==> src/rtl/spi_pkg.sv <==
// Shared types and constants for the SPI master engine and its prescaler.
package spi_pkg;

    typedef enum logic [2:0] {
        IDLE,
        LEAD,
        SHIFT,
        TRAIL,
        DONE
    } spi_state_e;

    // Modes are encoded as {cpol, cpha}
    localparam logic [1:0] SPI_MODE0 = 2'b00;
    localparam logic [1:0] SPI_MODE1 = 2'b01;
    localparam logic [1:0] SPI_MODE2 = 2'b10;
    localparam logic [1:0] SPI_MODE3 = 2'b11;

    localparam int SPI_DATA_WIDTH_DEF = 8;
    localparam int SPI_DIV_WIDTH_DEF  = 6;

endpackage

==> src/rtl/spi_prescaler.sv <==
// Loadable down-counter producing a one-cycle tick every (divider+1) clocks
// while enabled; the divider is captured on load and reused for every reload.
module spi_prescaler
    import spi_pkg::*;
#(
    parameter int DIV_WIDTH = SPI_DIV_WIDTH_DEF
) (
    input  logic                 clock,
    input  logic                 reset,
    input  logic                 load_i,
    input  logic                 enable_i,
    input  logic [DIV_WIDTH-1:0] divider_i,
    output logic                 tick_o
);

    logic [DIV_WIDTH-1:0] reload_q;
    logic [DIV_WIDTH-1:0] count_q;

    always_ff @(posedge clock) begin
        if (reset) begin
            reload_q <= '0;
            count_q  <= '0;
        end else if (load_i) begin
            reload_q <= divider_i;
            count_q  <= divider_i;
        end else if (enable_i) begin
            if (count_q == '0) begin
                count_q <= reload_q;
            end else begin
                count_q <= count_q - 1'b1;
            end
        end
    end

    assign tick_o = enable_i && (count_q == '0);

endmodule

==> src/rtl/spi_master_engine.sv <==
// SPI master: FSM, shift registers, half-period counter, MISO synchroniser
// and chip-select decode, driven by ticks from spi_prescaler.
module spi_master_engine
    import spi_pkg::*;
#(
    parameter int DATA_WIDTH   = SPI_DATA_WIDTH_DEF,
    parameter int DIV_WIDTH    = SPI_DIV_WIDTH_DEF,
    parameter int NUM_CS       = 4,
    parameter int CS_SEL_WIDTH = 3
) (
    input  logic                    clock,
    input  logic                    reset,
    input  logic                    start,
    input  logic                    abort,
    input  logic [DATA_WIDTH-1:0]   tx_data,
    input  logic [DIV_WIDTH-1:0]    divider,
    input  logic                    cpol,
    input  logic                    cpha,
    input  logic                    lsb_first,
    input  logic [CS_SEL_WIDTH-1:0] cs_select,
    output logic [DATA_WIDTH-1:0]   rx_data,
    output logic                    busy,
    output logic                    done,
    output logic                    spi_sclk,
    output logic                    spi_mosi,
    input  logic                    spi_miso,
    output logic [NUM_CS-1:0]       spi_cs_n
);

    localparam int CNT_WIDTH = $clog2(DATA_WIDTH) + 1;
    localparam logic [CNT_WIDTH-1:0] LAST_HALF = CNT_WIDTH'(2 * DATA_WIDTH - 1);

    spi_state_e              state_q, state_d;
    logic [1:0]              mode_q;
    logic                    lsbFirst_q;
    logic [CS_SEL_WIDTH-1:0] csSel_q;
    logic [DATA_WIDTH-1:0]   txShift_q;
    logic [DATA_WIDTH-1:0]   rxShift_q;
    logic [DATA_WIDTH-1:0]   rxData_q;
    logic [CNT_WIDTH-1:0]    bitCnt_q;
    logic                    sclk_q, sclk_d;
    logic                    mosi_q, mosi_d;
    logic [NUM_CS-1:0]       csN_q, csN_d;
    logic                    sync1_q, sync2_q;

    logic                    tick;
    logic                    active;
    logic                    startAcc;
    logic                    abortReq;
    logic                    sampleOnLead;
    logic                    sampleOnTrail;
    logic                    sampleNow;
    logic                    shiftOutNow;
    logic [CS_SEL_WIDTH-1:0] csSelNext;

    function automatic logic headBit(input logic [DATA_WIDTH-1:0] w, input logic lsb);
        return lsb ? w[0] : w[DATA_WIDTH-1];
    endfunction

    function automatic logic [DATA_WIDTH-1:0] shiftWord(input logic [DATA_WIDTH-1:0] w,
                                                        input logic lsb);
        return lsb ? {1'b0, w[DATA_WIDTH-1:1]} : {w[DATA_WIDTH-2:0], 1'b0};
    endfunction

    spi_prescaler #(
        .DIV_WIDTH(DIV_WIDTH)
    ) uPrescaler (
        .clock    (clock),
        .reset    (reset),
        .load_i   (startAcc),
        .enable_i (active),
        .divider_i(divider),
        .tick_o   (tick)
    );

    assign active    = (state_q == LEAD) || (state_q == SHIFT) || (state_q == TRAIL);
    assign startAcc  = start && (state_q == IDLE);
    assign abortReq  = abort && active;
    assign csSelNext = startAcc ? cs_select : csSel_q;

    // Even half-periods end on a leading edge, odd ones on a trailing edge
    assign sampleOnLead  = (mode_q == SPI_MODE0) || (mode_q == SPI_MODE2);
    assign sampleOnTrail = (mode_q == SPI_MODE1) || (mode_q == SPI_MODE3);
    assign sampleNow     = (state_q == SHIFT) && tick &&
                           (bitCnt_q[0] ? sampleOnTrail : sampleOnLead);
    assign shiftOutNow   = (state_q == SHIFT) && tick &&
                           (bitCnt_q[0] ? sampleOnLead : sampleOnTrail);

    always_ff @(posedge clock) begin
        if (reset) begin
            state_q <= IDLE;
        end else begin
            state_q <= state_d;
        end
    end

    always_comb begin
        state_d = state_q;
        case (state_q)
            IDLE:    if (start) state_d = LEAD;
            LEAD:    if (tick) state_d = SHIFT;
            SHIFT:   if (tick && (bitCnt_q == LAST_HALF)) state_d = TRAIL;
            TRAIL:   if (tick) state_d = DONE;
            DONE:    state_d = IDLE;
            default: state_d = IDLE;
        endcase
        if (abortReq) begin
            state_d = IDLE;
        end
    end

    always_comb begin
        busy   = active;
        done   = (state_q == DONE);
        sclk_d = mode_q[1];
        mosi_d = mosi_q;
        csN_d  = '1;
        case (state_q)
            IDLE: begin
                sclk_d = cpol;
                mosi_d = (start && !cpha) ? headBit(tx_data, lsb_first) : 1'b0;
            end
            SHIFT: begin
                sclk_d = tick ? ~sclk_q : sclk_q;
                if (shiftOutNow) begin
                    mosi_d = headBit(txShift_q, lsbFirst_q);
                end
            end
            DONE:    mosi_d = 1'b0;
            default: ;
        endcase
        if (abortReq) begin
            sclk_d = mode_q[1];
            mosi_d = 1'b0;
        end
        // Out-of-range selects leave every line high but the transfer still runs
        if ((state_d == LEAD) || (state_d == SHIFT) || (state_d == TRAIL)) begin
            for (int i = 0; i < NUM_CS; i++) begin
                if (csSelNext == CS_SEL_WIDTH'(i)) begin
                    csN_d[i] = 1'b0;
                end
            end
        end
    end

    always_ff @(posedge clock) begin
        if (reset) begin
            mode_q     <= '0;
            lsbFirst_q <= 1'b0;
            csSel_q    <= '0;
            txShift_q  <= '0;
            rxShift_q  <= '0;
            rxData_q   <= '0;
            bitCnt_q   <= '0;
            sclk_q     <= 1'b0;
            mosi_q     <= 1'b0;
            csN_q      <= '1;
            sync1_q    <= 1'b0;
            sync2_q    <= 1'b0;
        end else begin
            sync1_q <= spi_miso;
            sync2_q <= sync1_q;
            sclk_q  <= sclk_d;
            mosi_q  <= mosi_d;
            csN_q   <= csN_d;
            if (startAcc) begin
                mode_q     <= {cpol, cpha};
                lsbFirst_q <= lsb_first;
                csSel_q    <= cs_select;
                txShift_q  <= cpha ? tx_data : shiftWord(tx_data, lsb_first);
                rxShift_q  <= '0;
                bitCnt_q   <= '0;
            end else begin
                if (shiftOutNow) begin
                    txShift_q <= shiftWord(txShift_q, lsbFirst_q);
                end
                if (sampleNow) begin
                    rxShift_q <= lsbFirst_q ? {sync2_q, rxShift_q[DATA_WIDTH-1:1]}
                                            : {rxShift_q[DATA_WIDTH-2:0], sync2_q};
                end
                if ((state_q == SHIFT) && tick) begin
                    bitCnt_q <= bitCnt_q + 1'b1;
                end
                if ((state_q == TRAIL) && tick && !abortReq) begin
                    rxData_q <= rxShift_q;
                end
            end
        end
    end

    assign rx_data  = rxData_q;
    assign spi_sclk = sclk_q;
    assign spi_mosi = mosi_q;
    assign spi_cs_n = csN_q;

endmodule

==> config.mk <==
export PLATFORM = sky130hd
export DESIGN_NAME = spi_master_engine
export DESIGN_NICKNAME = d
export VERILOG_FILES = /design/src/rtl/spi_pkg.sv /design/src/rtl/spi_prescaler.sv /design/src/rtl/spi_master_engine.sv
export SDC_FILE = /design/constraint.sdc
export NUM_CORES = 1
export LEC_CHECK = 0
export ABC_AREA = 1
export CAP_MARGIN = 20
export CELL_PAD_IN_SITES_DETAIL_PLACEMENT = 1
export CELL_PAD_IN_SITES_GLOBAL_PLACEMENT = 2
export CORE_MARGIN = 2
export CORE_UTILIZATION = 32
export DETAILED_ROUTE_END_ITERATION = 16
export PLACE_DENSITY = 0.93
export REMOVE_ABC_BUFFERS = 1
export SLEW_MARGIN = 20
export SYNTH_ARGS = -nofsm -noshare
export SYNTH_HDL_FRONTEND = slang
export SYNTH_SLANG_ARGS = --single-unit
==> constraint.sdc <==
create_clock -name clock -period 2.5 [get_ports clock]
set_input_delay 0.625 -clock clock [delete_from_list [all_inputs] [get_ports clock]]
set_output_delay 0.625 -clock clock [all_outputs]
set_load 0.01 [all_outputs]
; Word level (Yosys, flattened, before mapping)
; Cells that the tools add are included.
[classes]
n_eq_ne = 16
n_mux = 30
reduce_logical = 30
add_sub_neg = 2
bitwise_logic = 3
[ops]
columns = cell, count
row1 = $mux 8, 6
row2 = $eq 3x2->1 const B, 6
row3 = $mux 3, 6
row4 = $mux 6, 3
row5 = $mux 1, 12
row6 = $pmux 3 s4, 1
row7 = $logic_and 1x1->1, 10
row8 = $eq 3x1->1 const B, 3
row9 = $logic_not 3->1, 2
row10 = $logic_not 6->1, 1
row11 = $logic_or 1x1->1, 6
row12 = $reduce_or 2->1, 3
row13 = $sub 6x1->6 const B, 1
row14 = $add 4x1->4 const B, 1
row15 = $eq 2x2->1 const B, 2
row16 = $eq 4x4->1 const B, 1
row17 = $reduce_and 2->1, 2
row18 = $reduce_bool 2->1, 2
row19 = $eq 3x3->1 const B, 1
row20 = $ne 3x3->1 const B, 1
row21 = $not 1->1, 3
row22 = $pmux 1 s3, 1
row23 = $reduce_bool 3->1, 1
row24 = $eq 2x1->1 const B, 1
row25 = 4 further kinds, 5
[totals]
reg_bits = 57
inputBits = 25

; Depth between registers and ports, before layout
[depth]
word_depth = 13
mapped_depth = 9
depth_no_buf = 9

; By module
; From an unflattened synthesis, not the netlist that was laid out.
[hier_totals]
hier_cells = 447
hier_area_um2 = 3093.0
[by_module_without_submodules]
columns = mod, instances, area_each_um2, cells_per_inst
row1 = spi_master_engine, 1, 2394.8, 358
row2 = spi_prescaler, 1, 698.2, 89

; Worst setup path before layout
; OpenSTA, ideal clock, no wires.
[synth_path]
path_kind = input port to flip-flop
from = in reset
to = reg bitCnt_q[2]
t_required_ns = 2.381
stages = 6
t_arrival_ns = 1.428
setup_ns = 0.119
slack_ns = 0.952
cell_sequence = clkbuf_1 -> inv_1 -> nand2_1 -> inv_2 -> o21ai_0 -> a21oi_1
[synth_between]
elab_chain_cells = 1
[synth_rtl]
columns = element, line_no
row1 = from (decl), spi_master_engine.sv:12  ; input logic reset,
row2 = $reduce_or 2->1 (no source line), -
row3 = to (signal assigned), spi_master_engine.sv:182  ; bitCnt_q <= bitCnt_q + 1'b1;
row4 = to (decl), spi_master_engine.sv:40  ; logic [CNT_WIDTH-1:0] bitCnt_q;
; No other way between the ends.
; A chain may end at the register's enable or synchronous reset.

; Final worst setup path
[layout_path]
from = reg state_q[2]
to = out done
[layout_between]
elab_chain_cells = 1
[layout_rtl]
columns = element, line_no
row1 = from (decl), spi_master_engine.sv:33  ; spi_state_e state_q, state_d;
row2 = from (signal assigned), spi_master_engine.sv:93  ; state_q <= state_d;
row3 = $eq 3x3->1, spi_master_engine.sv:114  ; done = (state_q == DONE);
row4 = to (decl), spi_master_engine.sv:23  ; output logic done,
; No other way between the ends.

==> impl_metrics.env <==
export IMPL_status="complete, no violations"
export IMPL_hpwl_um=5830
export IMPL_clk_pin_slew_ps=70
export IMPL_cts_buffers=9
export IMPL_arrival_ps=1730
export IMPL_ant_nets=0
export IMPL_period_share_pct=94.4
export IMPL_fmax_mhz=424
export IMPL_synthMuxAreaShare_pct=0
export IMPL_rsz0062_at_grt="false"
export IMPL_grt_pass1_vias=2981
export IMPL_crit_type="flop to output pin"
export IMPL_root_buffer="clkbuf_8"
export IMPL_p_per_area_nw_per_um2=767
export IMPL_wire_per_inst_um=13.5
export IMPL_p_switching_mw=0.902
export IMPL_start_util_pct=32.6
export IMPL_setup_tns_ps=0
export IMPL_routed_via_density=4.81
export IMPL_drt_iter0_drc=89
export IMPL_cts_hold_buf=0
export IMPL_num_rows=35
export IMPL_setup_worst_path_end_class="output pin"
export IMPL_start_kind="flop"
export IMPL_area_growth_pct=25.1
export IMPL_grt_first_pass_wirelength_um=14000
export IMPL_remaining_drc_errors=0
export IMPL_period_needed_ps=2360
export IMPL_antenna_found_initial=0
export IMPL_chipWidth_um=100
export IMPL_clock_skew_ps=10.6
export IMPL_core_area_um2=9110
export IMPL_synthAdderAreaFrac_pct=1.26
export IMPL_synth_cells=444
export IMPL_htreeDepth=3
export IMPL_p_total_mw=2.85
export IMPL_synth_cell_types=31
export IMPL_ys_warn_count=0
export IMPL_yosys_area_top_type_share_pct=38.4
export IMPL_reg2reg_slack_ps=780
export IMPL_final_common_cell="nand2_1"
export IMPL_power_frac_clock_pct=38.1
export IMPL_synth_xor_area_share_pct=0.589
export IMPL_seqPwrFrac_pct=36.8
export IMPL_die_area_um2=10100
export IMPL_synthesis_area_um2=2970
export IMPL_maxSlewHeadroom_pct=67.1
export IMPL_grt_max_degree=23
export IMPL_cts_sinks=57
export IMPL_place_gp_congestion=0.773
export IMPL_cap_violations=0
export IMPL_synth_compound_area_share_pct=18.2
export IMPL_synth_area_leader_cell="dfxtp_1"
export IMPL_port_buffers=40
export IMPL_io_pins=41
export IMPL_maxSlewViolCount=0
export IMPL_die_h_um=100
export IMPL_avgSynthCellArea_um2=6.69
export IMPL_cts_resized=0
export IMPL_worstPathMaxFanout=8
export IMPL_holdWs_ps=406
export IMPL_min_path_type="flop to flop"
export IMPL_critical_path_required_ps=1880
export IMPL_drive_gt1_share_pct=10.2
export IMPL_via_count=2893
export IMPL_p_leak_nw=1.58
export IMPL_clk_latency_ps=340
export IMPL_setup_viol=0
export IMPL_ys_seq_elements=57
export IMPL_drt_pass1_iter_count=4
export IMPL_synth_seq_area_share_pct=38.4
export IMPL_n_antenna_cell=0
export IMPL_switching_share_pct=31.6
export IMPL_wl_um=8140
export IMPL_final_nets=514
export IMPL_synth_area_top_cells="dfxtp_1 (38%), nand2_1 (15%), o21ai_0 (7.2%)"
export IMPL_hold_viol=0
export IMPL_synth_top_family_by_area="simple AND/OR/NAND/NOR gates"
export IMPL_combPwrFrac_pct=25.1
export IMPL_yosys_area_share_simple_pct=30.4
export IMPL_gr_total_overflow=0
export IMPL_nFillCells=1177
export IMPL_final_cell_mix="nand2_1 (122), dfxtp_1 (57), inv_1 (55)"
export IMPL_ir_drop_mv=0.303
export IMPL_grt_usage_pct=17.4
export IMPL_cts_setup_buffers=0
export IMPL_cts_tree="built"
export IMPL_tightestPinTransition_ps=493
export IMPL_cts_path_max_buffers=2
export IMPL_p_int_mw=1.95
state kept, by name, summed over array words and instances (netlist names):
name / count
spi_sclk: 1
bitCnt_q: 4
state_q: 3
csSel_q: 3
rxShift_q: 8
uPrescaler.reload_q: 6
spi_mosi: 1
lsbFirst_q: 1
rx_data: 8
sync1_q: 1
txShift_q: 8
uPrescaler.count_q: 6
spi_cs_n: 4
sync2_q: 1
mode_q: 2
layer usage:
metal	vias up	track usage, %	part of all wire [%]
li1	1501	-	-
met1	1327	23.4	50
met2	51	27.8	45
met3	14	3.62	3.3
met4	0	6.11	2.1
met5	-	0	0
cells in the mapped netlist, drive strengths merged:
cell type,number
a21oi,41
buf,11
clkbuf,7
dfxtp,57
ha,3
inv,60
nand2,126
nand2b,1
nand3,32
nand3b,2
nand4,1
nor2,39
nor3,1
o211ai,3
o21ai,53
o22ai,3
or2,2
xnor2,2
critical path, cell delays in order, from the launching register on:
cell             delay (ps)
dfxtp_1                 630
nand2_1                 160
inv_1                    80
clkdlybuf4s50_1         530
layout make-up:
| class | instances | area [µm²] | area share (%) |
|---|---|---|---|
| Inverter | 60 | 225 | 6.06 |
| Multi-Input combinational cell | 309 | 1500 | 40.4 |
| Clock inverter | 5 | 103 | 2.76 |
| Clock buffer | 11 | 141 | 3.80 |
| Timing Repair Buffer | 49 | 468 | 12.6 |
| Tap cell | 111 | 139 | 3.74 |
| Sequential cell | 57 | 1140 | 30.7 |
metrics by stage:
step	util (%)	instances	setup slack [ps]	cell area, µm²
after floorplan	-	426	891	2870
after global placement	38.1	586	371	3470
after detailed placement	38.1	586	333	3470
after CTS	40.8	602	145	3720
after global routing	40.8	602	89.2	3720
final	40.8	602	141	3720
power by group through the flow:
stage          sequential (mW)  combinational (mW)  clock, mW
2_1_floorplan             1.06               0.464          0
3_3_place_gp              1.07               0.695          0
3_5_place_dp              1.07               0.714          0
4_1_cts                   1.05               0.722       1.11
5_1_grt                   1.06               0.829       1.14
6_report                  1.05               0.717       1.09
path summary, 6_finish.rpt:
check                   startpoint  depth (start not counted)    endpoint
max reg2reg  uPrescaler.count_q[1]                          7  rx_data[6]
max                     state_q[2]                          3        done
min reg2reg                sync1_q                          2     sync2_q
min                        sync1_q                          2     sync2_q
cell families after synthesis:
family,Yosys count
buffers and inverters,78
AND/OR/NAND/NOR,204
flip-flops,57
XOR/XNOR,2
AO/OA/AOI/OAI,100
adder cells (fa/ha/maj),3
(Power assumes the default switching activity.)
